File: src/rtl/dyn_branch_predictor.sv
// -----------------------------------------------------------------------------
// dyn_branch_predictor
//
// Dynamic branch direction predictor for the 5-stage MIPS pipeline.
// A pattern history table (PHT) of saturating counters is looked up with the
// fetch PC. The index is bimodal (PC only) or gshare (PC xor global history).
// The prediction is registered into decode. Branches resolved in decode train
// the table. After reset, an initialisation sweep writes every entry to
// weakly-not-taken before the predictor reports ready.
//
// Optional feature: define BP_STATS_EN to add branch and mispredict counters.
//
// Ports
//   clk              in   rising-edge clock
//   rst              in   synchronous reset, active-high
//   pcF              in   fetch-stage PC to predict
//   stallD           in   hold the decode-side prediction registers
//   flushD           in   invalidate the decode-side prediction (wins over stall)
//   upd_valid        in   a branch was resolved in decode this cycle
//   upd_idx          in   PHT index of that branch (echo of pred_idxD)
//   upd_taken        in   actual outcome of that branch
//   upd_mispredict   in   that branch was mispredicted (statistics only)
//   ready            out  PHT initialisation sweep complete
//   pred_validD      out  pred_takenD / pred_idxD are meaningful
//   pred_takenD      out  predicted direction for the PC now in decode
//   pred_idxD        out  PHT index used for that prediction
//   ghr              out  global history, newest outcome in bit 0
//   stat_branches    out  (BP_STATS_EN) resolved branches since reset
//   stat_mispredicts out  (BP_STATS_EN) mispredicted branches since reset
// -----------------------------------------------------------------------------
module dyn_branch_predictor #(
   parameter int PHT_IDX_W = 10,
   parameter int GHR_W     = 8,
   parameter int CNT_W     = 2,
   parameter int MODE      = 1
) (
   input  logic                 clk,
   input  logic                 rst,
   input  logic [31:0]          pcF,
   input  logic                 stallD,
   input  logic                 flushD,
   input  logic                 upd_valid,
   input  logic [PHT_IDX_W-1:0] upd_idx,
   input  logic                 upd_taken,
   input  logic                 upd_mispredict,
   output logic                 ready,
   output logic                 pred_validD,
   output logic                 pred_takenD,
   output logic [PHT_IDX_W-1:0] pred_idxD,
   output logic [GHR_W-1:0]     ghr
`ifdef BP_STATS_EN
   ,
   output logic [31:0]          stat_branches,
   output logic [31:0]          stat_mispredicts
`endif
);

   localparam int                   ENTRIES  = 2 ** PHT_IDX_W;
   localparam logic [CNT_W-1:0]     CNT_MAX  = '1;
   localparam logic [CNT_W-1:0]     CNT_WNT  = CNT_W'((2 ** (CNT_W - 1)) - 1);
   localparam logic [PHT_IDX_W-1:0] LAST_IDX = '1;

   typedef enum logic {
      S_INIT,
      S_READY
   } state_t;

   state_t               state, state_next;
   logic [PHT_IDX_W-1:0] sweep;

   logic [CNT_W-1:0]     pht [ENTRIES];

   logic [PHT_IDX_W-1:0] base, ghr_ext, lookup_idx;
   logic                 upd_en;
   logic [CNT_W-1:0]     upd_old, upd_new;
   logic                 lookup_taken;

   logic                 pht_we;
   logic [PHT_IDX_W-1:0] pht_waddr;
   logic [CNT_W-1:0]     pht_wdata;

   // PC bits outside the index and the stats-only input are not needed here.
   logic unused_inputs;
   assign unused_inputs = ^{pcF[31:PHT_IDX_W+2], pcF[1:0], upd_mispredict};

   // ---------------------------------------------------------------- FSM
   // NOTE: sequential state uses non-blocking (<=) so every register samples
   // the pre-edge values of its neighbours, independent of block order.
   always_ff @(posedge clk) begin
      if (rst) state <= S_INIT;
      else     state <= state_next;
   end

   always_comb begin
      state_next = state;
      case (state)
         S_INIT:  if (sweep == LAST_IDX) state_next = S_READY;
         S_READY: state_next = S_READY;
      endcase
   end

   always_ff @(posedge clk) begin
      if (rst)                  sweep <= '0;
      else if (state == S_INIT) sweep <= sweep + 1'b1;
   end

   assign ready  = (state == S_READY);
   assign upd_en = ready && upd_valid;

   // -------------------------------------------------------------- Index
   assign base       = pcF[PHT_IDX_W+1:2];
   assign ghr_ext    = PHT_IDX_W'(ghr);
   assign lookup_idx = (MODE == 0) ? base : (base ^ ghr_ext);

   // ---------------------------------------------------- Counter update
   assign upd_old = pht[upd_idx];

   // NOTE: every always_comb output gets a default first, so no path can
   // leave it unassigned and infer a latch.
   always_comb begin
      upd_new = upd_old;
      if (upd_taken) begin
         if (upd_old != CNT_MAX) upd_new = upd_old + 1'b1;
      end else begin
         if (upd_old != '0)      upd_new = upd_old - 1'b1;
      end
   end

   // Single write port shared by the init sweep and training.
   always_comb begin
      pht_we    = 1'b0;
      pht_waddr = upd_idx;
      pht_wdata = upd_new;
      if (state == S_INIT) begin
         pht_we    = !rst;
         pht_waddr = sweep;
         pht_wdata = CNT_WNT;
      end else if (upd_en) begin
         pht_we    = 1'b1;
      end
   end

   // NOTE: the table has no reset; the INIT sweep is what gives it known
   // contents, which keeps it mappable onto plain RAM.
   always_ff @(posedge clk) begin
      if (pht_we) pht[pht_waddr] <= pht_wdata;
   end

   // Write-first: a lookup hitting the entry being trained sees the new value.
   assign lookup_taken = (upd_en && (upd_idx == lookup_idx)) ? upd_new[CNT_W-1]
                                                             : pht[lookup_idx][CNT_W-1];

   // ------------------------------------------------- Decode prediction
   always_ff @(posedge clk) begin
      if (rst) begin
         pred_validD <= 1'b0;
         pred_takenD <= 1'b0;
         pred_idxD   <= '0;
      end else if (state == S_READY) begin
         if (!stallD) begin
            pred_validD <= 1'b1;
            pred_takenD <= lookup_taken;
            pred_idxD   <= lookup_idx;
         end
         // Placed last so a flush overrides both a new lookup and a stall.
         if (flushD) begin
            pred_validD <= 1'b0;
            pred_takenD <= 1'b0;
         end
      end
   end

   // Non-speculative history: shifts only on resolved branches.
   always_ff @(posedge clk) begin
      if (rst)         ghr <= '0;
      else if (upd_en) ghr <= {ghr[GHR_W-2:0], upd_taken};
   end

`ifdef BP_STATS_EN
   always_ff @(posedge clk) begin
      if (rst) begin
         stat_branches    <= '0;
         stat_mispredicts <= '0;
      end else if (upd_en) begin
         stat_branches <= stat_branches + 32'd1;
         if (upd_mispredict) stat_mispredicts <= stat_mispredicts + 32'd1;
      end
   end
`endif

endmodule

File: config.mk
export PLATFORM = sky130hd
export DESIGN_NAME = dyn_branch_predictor
export DESIGN_NICKNAME = d
export VERILOG_FILES = /design/src/rtl/dyn_branch_predictor.sv
export SDC_FILE = /design/constraint.sdc
export NUM_CORES = 2
export LEC_CHECK = 0
export ABC_CLOCK_PERIOD_IN_PS = 29200
export CORE_MARGIN = 4
export CORE_UTILIZATION = 40
export DETAILED_ROUTE_END_ITERATION = 12
export SYNTH_ARGS = -nofsm -noshare
export SYNTH_HDL_FRONTEND = slang
export SYNTH_SLANG_ARGS = --single-unit
File: constraint.sdc
create_clock -name clk -period 29.2 [get_ports clk]
set_clock_uncertainty 0.15 [all_clocks]
set_input_delay 5.84 -clock clk [delete_from_list [all_inputs] [get_ports clk]]
set_output_delay 5.84 -clock clk [all_outputs]
set_load 0.02 [all_outputs]
==> results.toml <==
[timing]
postLayoutSetupSlackWorst_ns = 13.89
setup_tns_ns = 0
post-route-min-period_ns = 15.31
worst_slew_pin_slew_ns = 1.357
hold_violations = 0
fin_crit_sh = 0.5243
hold_ws_ns = 0.3477
slew_violations = 0
finalSetupViolCount = 0
slew_headroom = 0.07213
max_freq_mhz = 65.31
rsz0062_at_grt = "no"

[hold_path]
hp-class = "flop to flop"
hold_depth = 2
holdCritStartpoint = "pred_idxD[4]$_SDFFE_PP0P_"
worstHoldEndpoint = "pred_idxD[4]$_SDFFE_PP0P_"

[route]
detail-route-antenna-nets = 0
drt-pass1-iter-count = 6
route.vias.total = 57540
wire_per_inst_um = 35.27
drt_iter0_markers = 8054
vias_per_cell = 6.464
finalWirelength_um = 314000
drc_errors = 0

[status]
run_status = "completed"

[synthesis]
syn_nets = 5770
synth.cell_area_um2 = 93500
synth_area_leader_cell = "edfxtp_1"
ys_seq_area_frac = 0.6644
async_flop_share = 0
synth.avg_cell_area_um2 = 16.35
ys_ff_latch = 2079
synth.top_cell.area_share = 0.6577
synth_cell_types = 68
synth_enable_flop_cells = 2048
yosysWarnings = 0
synthCells = 5720
yosys-top-cells-count = "2048 x edfxtp_1, 1124 x nor2_1, 657 x mux4_2, 307 x clkbuf_1, 277 x mux2i_1"
yosys-top-cells-area = "edfxtp_1 66%, mux4_2 16%, nor2_1 4.5%"
synthFlopType = "edfxtp_1"
synth_most_common_cell = "edfxtp_1"

[worst_setup_path]
arrival_ns = 15.66
path_class = "input port to flop"
endpoint_kind = "flop"
worstPathCellList = "buf_8 > buf_4 > buf_4 > buf_4 > buf_4 > buf_4 > mux4_2 > a22oi_1 > a21oi_1 > or4_1 > nand4_1 > a32oi_1 > maj3_2 > and2_4 > buf_4 > buf_4 > buf_4"
cp_common_cell = "buf_4"
crit_fanout = 108
rr_endpoint = "pht[719][1]$_DFFE_PP_"
cpMaxStageDelayCell = "buf_4"
worst_ep_required_time_ns = 29.55
r2r_setup_slack_ns = 21.66
worstRegToRegCells = 12
timing.critical_path.slowest_cell_delay_ns = 0.97
r2r-start = "pht[268][1]$_DFFE_PP_"
cp-start-kind = "input port"

[clocking]
htreeDepth = 4
clkTransAtPathRegs_ns = 0.06
clkLatencyLatePin_ns = 0.88
numCtsBuffers = 213
clockBufferDepth = 3
postCtsSetupBuffers = 0
cts_num_sinks = 2079
cts-root-buf = "clkbuf_16"
ctsResizeCount = 0
hold_buffers = 0
cts_tree = "built"

[power_and_ir_drop]
p_per_area_nw_per_um2 = 60.59
ir_drop_mv = 0.07189
cellLeakagePower_nw = 33.26
p_total_mw = 6.305

[place]
pre_cts_ws_ns = 13.32
placed_cells_incl_taps = 8506
placed_cell_area_um2 = 97200
dp_hpwl_um = 185900
io_buffers = 46
gp_congestion = 0.8899

[grt]
grt_pass1_wl_um = 438400
grt_pass1_vias = 57170
grt_max_degree = 263
grt_usage = 0.2555
grt_overflow = 0
grt_antenna_before_repair = 21

[floorplanning]
die_y_um = 491.5
dieArea_um2 = 241600
die_w_um = 491.5
num_rows = 177
ios = 70
coreArea_um2 = 232500
initial_utilization = 0.4021

[final_layout]
n_fill_cell = 20180
nets = 5728
layout-drive-gt1-share = 0.2124
multi_input_area_um2 = 29300
fin_util = 0.4475
finalNonFillerCells = 8901
ff_latch_area_um2 = 62120
area_growth_pct = 11.28
finish.instance_area_um2 = 104100

[run]
drv_cap = 0
==> per-layer routing <==
| metal | up-vias | GRT usage | routed length, µm |
|---|---|---|---|
| met2 | 3714 | 0.3957 | 144100 |
| met3 | 791 | 0.06162 | 35160 |
| met4 | 4 | 0.1347 | 19060 |
| li1 | 22750 | - | - |
| met1 | 30280 | 0.3357 | 115600 |
| met5 | - | 0 | 26 |
==> sequential cells by signal (all words and copies together), names as in the netlist <==
signal	cells
ready	1
pred_idxD	10
ghr	8
pht	2048
pred_validD	1
pred_takenD	1
sweep	10
==> worst max-delay path, delay by kind of cell <==
kind / cells / cell delay [ns]
muxes: 1 / 0.35
AOI/OAI and AO/OA: 3 / 0.88
buffers and inverters: 9 / 6.41
adders and majority gates: 1 / 0.39
and+or+nand+nor: 3 / 1.42
==> power by group <==
group	switching (mW)	internal [mW]	total, mW
logic	0.246	0.134	0.380
registers	0.000876	3.23	3.23
clock network	1.18	1.52	2.70
total	1.42	4.88	6.30
==> cell families after synthesis <==
| family | Yosys count | synth area share |
|---|---|---|
| AO/OA/AOI/OAI | 605 | 0.04563 |
| XOR/XNOR | 34 | 0.003386 |
| adder cells (fa/ha/maj) | 3 | 0.0003613 |
| buffers and inverters | 497 | 0.02695 |
| flip-flops | 2079 | 0.6644 |
| multiplexers | 964 | 0.1931 |
| AND/OR/NAND/NOR | 1538 | 0.06620 |
==> placed cells by master (no fill, tap or decap), types with 8 or more instances in the layout <==
cell             instances
edfxtp_1              2048
nor2_1                1120
mux4_2                 657
mux2i_1                277
clkbuf_16              214
nand2_1                189
buf_4                  181
a22oi_1                151
a21oi_1                119
a221oi_1               106
o21ai_0                 69
clkinv_1                59
nand3_1                 52
clkinv_2                39
clkdlybuf4s50_1         39
clkbuf_1                35
dfxtp_1                 30
a211oi_1                27
nor2b_1                 25
nand2b_1                20
mux2_2                  20
nor3_1                  20
nand2_2                 20
bufinv_16               20
o211ai_1                18
nand4_1                 16
and3_1                  15
o22ai_1                 15
a22o_1                  14
a31oi_1                 14
xnor2_1                 14
nand3_4                 12
o2111ai_1               11
mux4_1                  10
nor4_1                   9
a2111oi_0                9
clkinvlp_4               8
==> worst max-delay path by stage <==
| stage | end | cells after the start | slack, ns | startpoint |
|---|---|---|---|---|
| 2_1_floorplan | pht[0][0]$_DFFE_PP_ | 13 | 4.35 | upd_idx[0] |
| 3_3_place_gp | pht[88][1]$_DFFE_PP_ | 18 | 13.43 | upd_idx[1] |
| 3_5_place_dp | pht[744][1]$_DFFE_PP_ | 18 | 13.32 | upd_idx[1] |
| 4_1_cts | pht[709][1]$_DFFE_PP_ | 18 | 14.19 | upd_idx[1] |
| 5_1_grt | pht[716][1]$_DFFE_PP_ | 17 | 13.63 | upd_idx[1] |
| 6_report | pht[719][1]$_DFFE_PP_ | 17 | 13.89 | upd_idx[1] |
==> cell type report <==
cell class	count	area share
multi-input combinational	3144	0.2816
tap	3043	0.03659
clock inverter	141	0.01294
clock buffer	249	0.05273
inverter	7	0.0002525
timing repair buffer	233	0.01873
antenna	5	0.0001202
sequential	2079	0.5970
No activity file was read; power rests on OpenSTA's default activity.
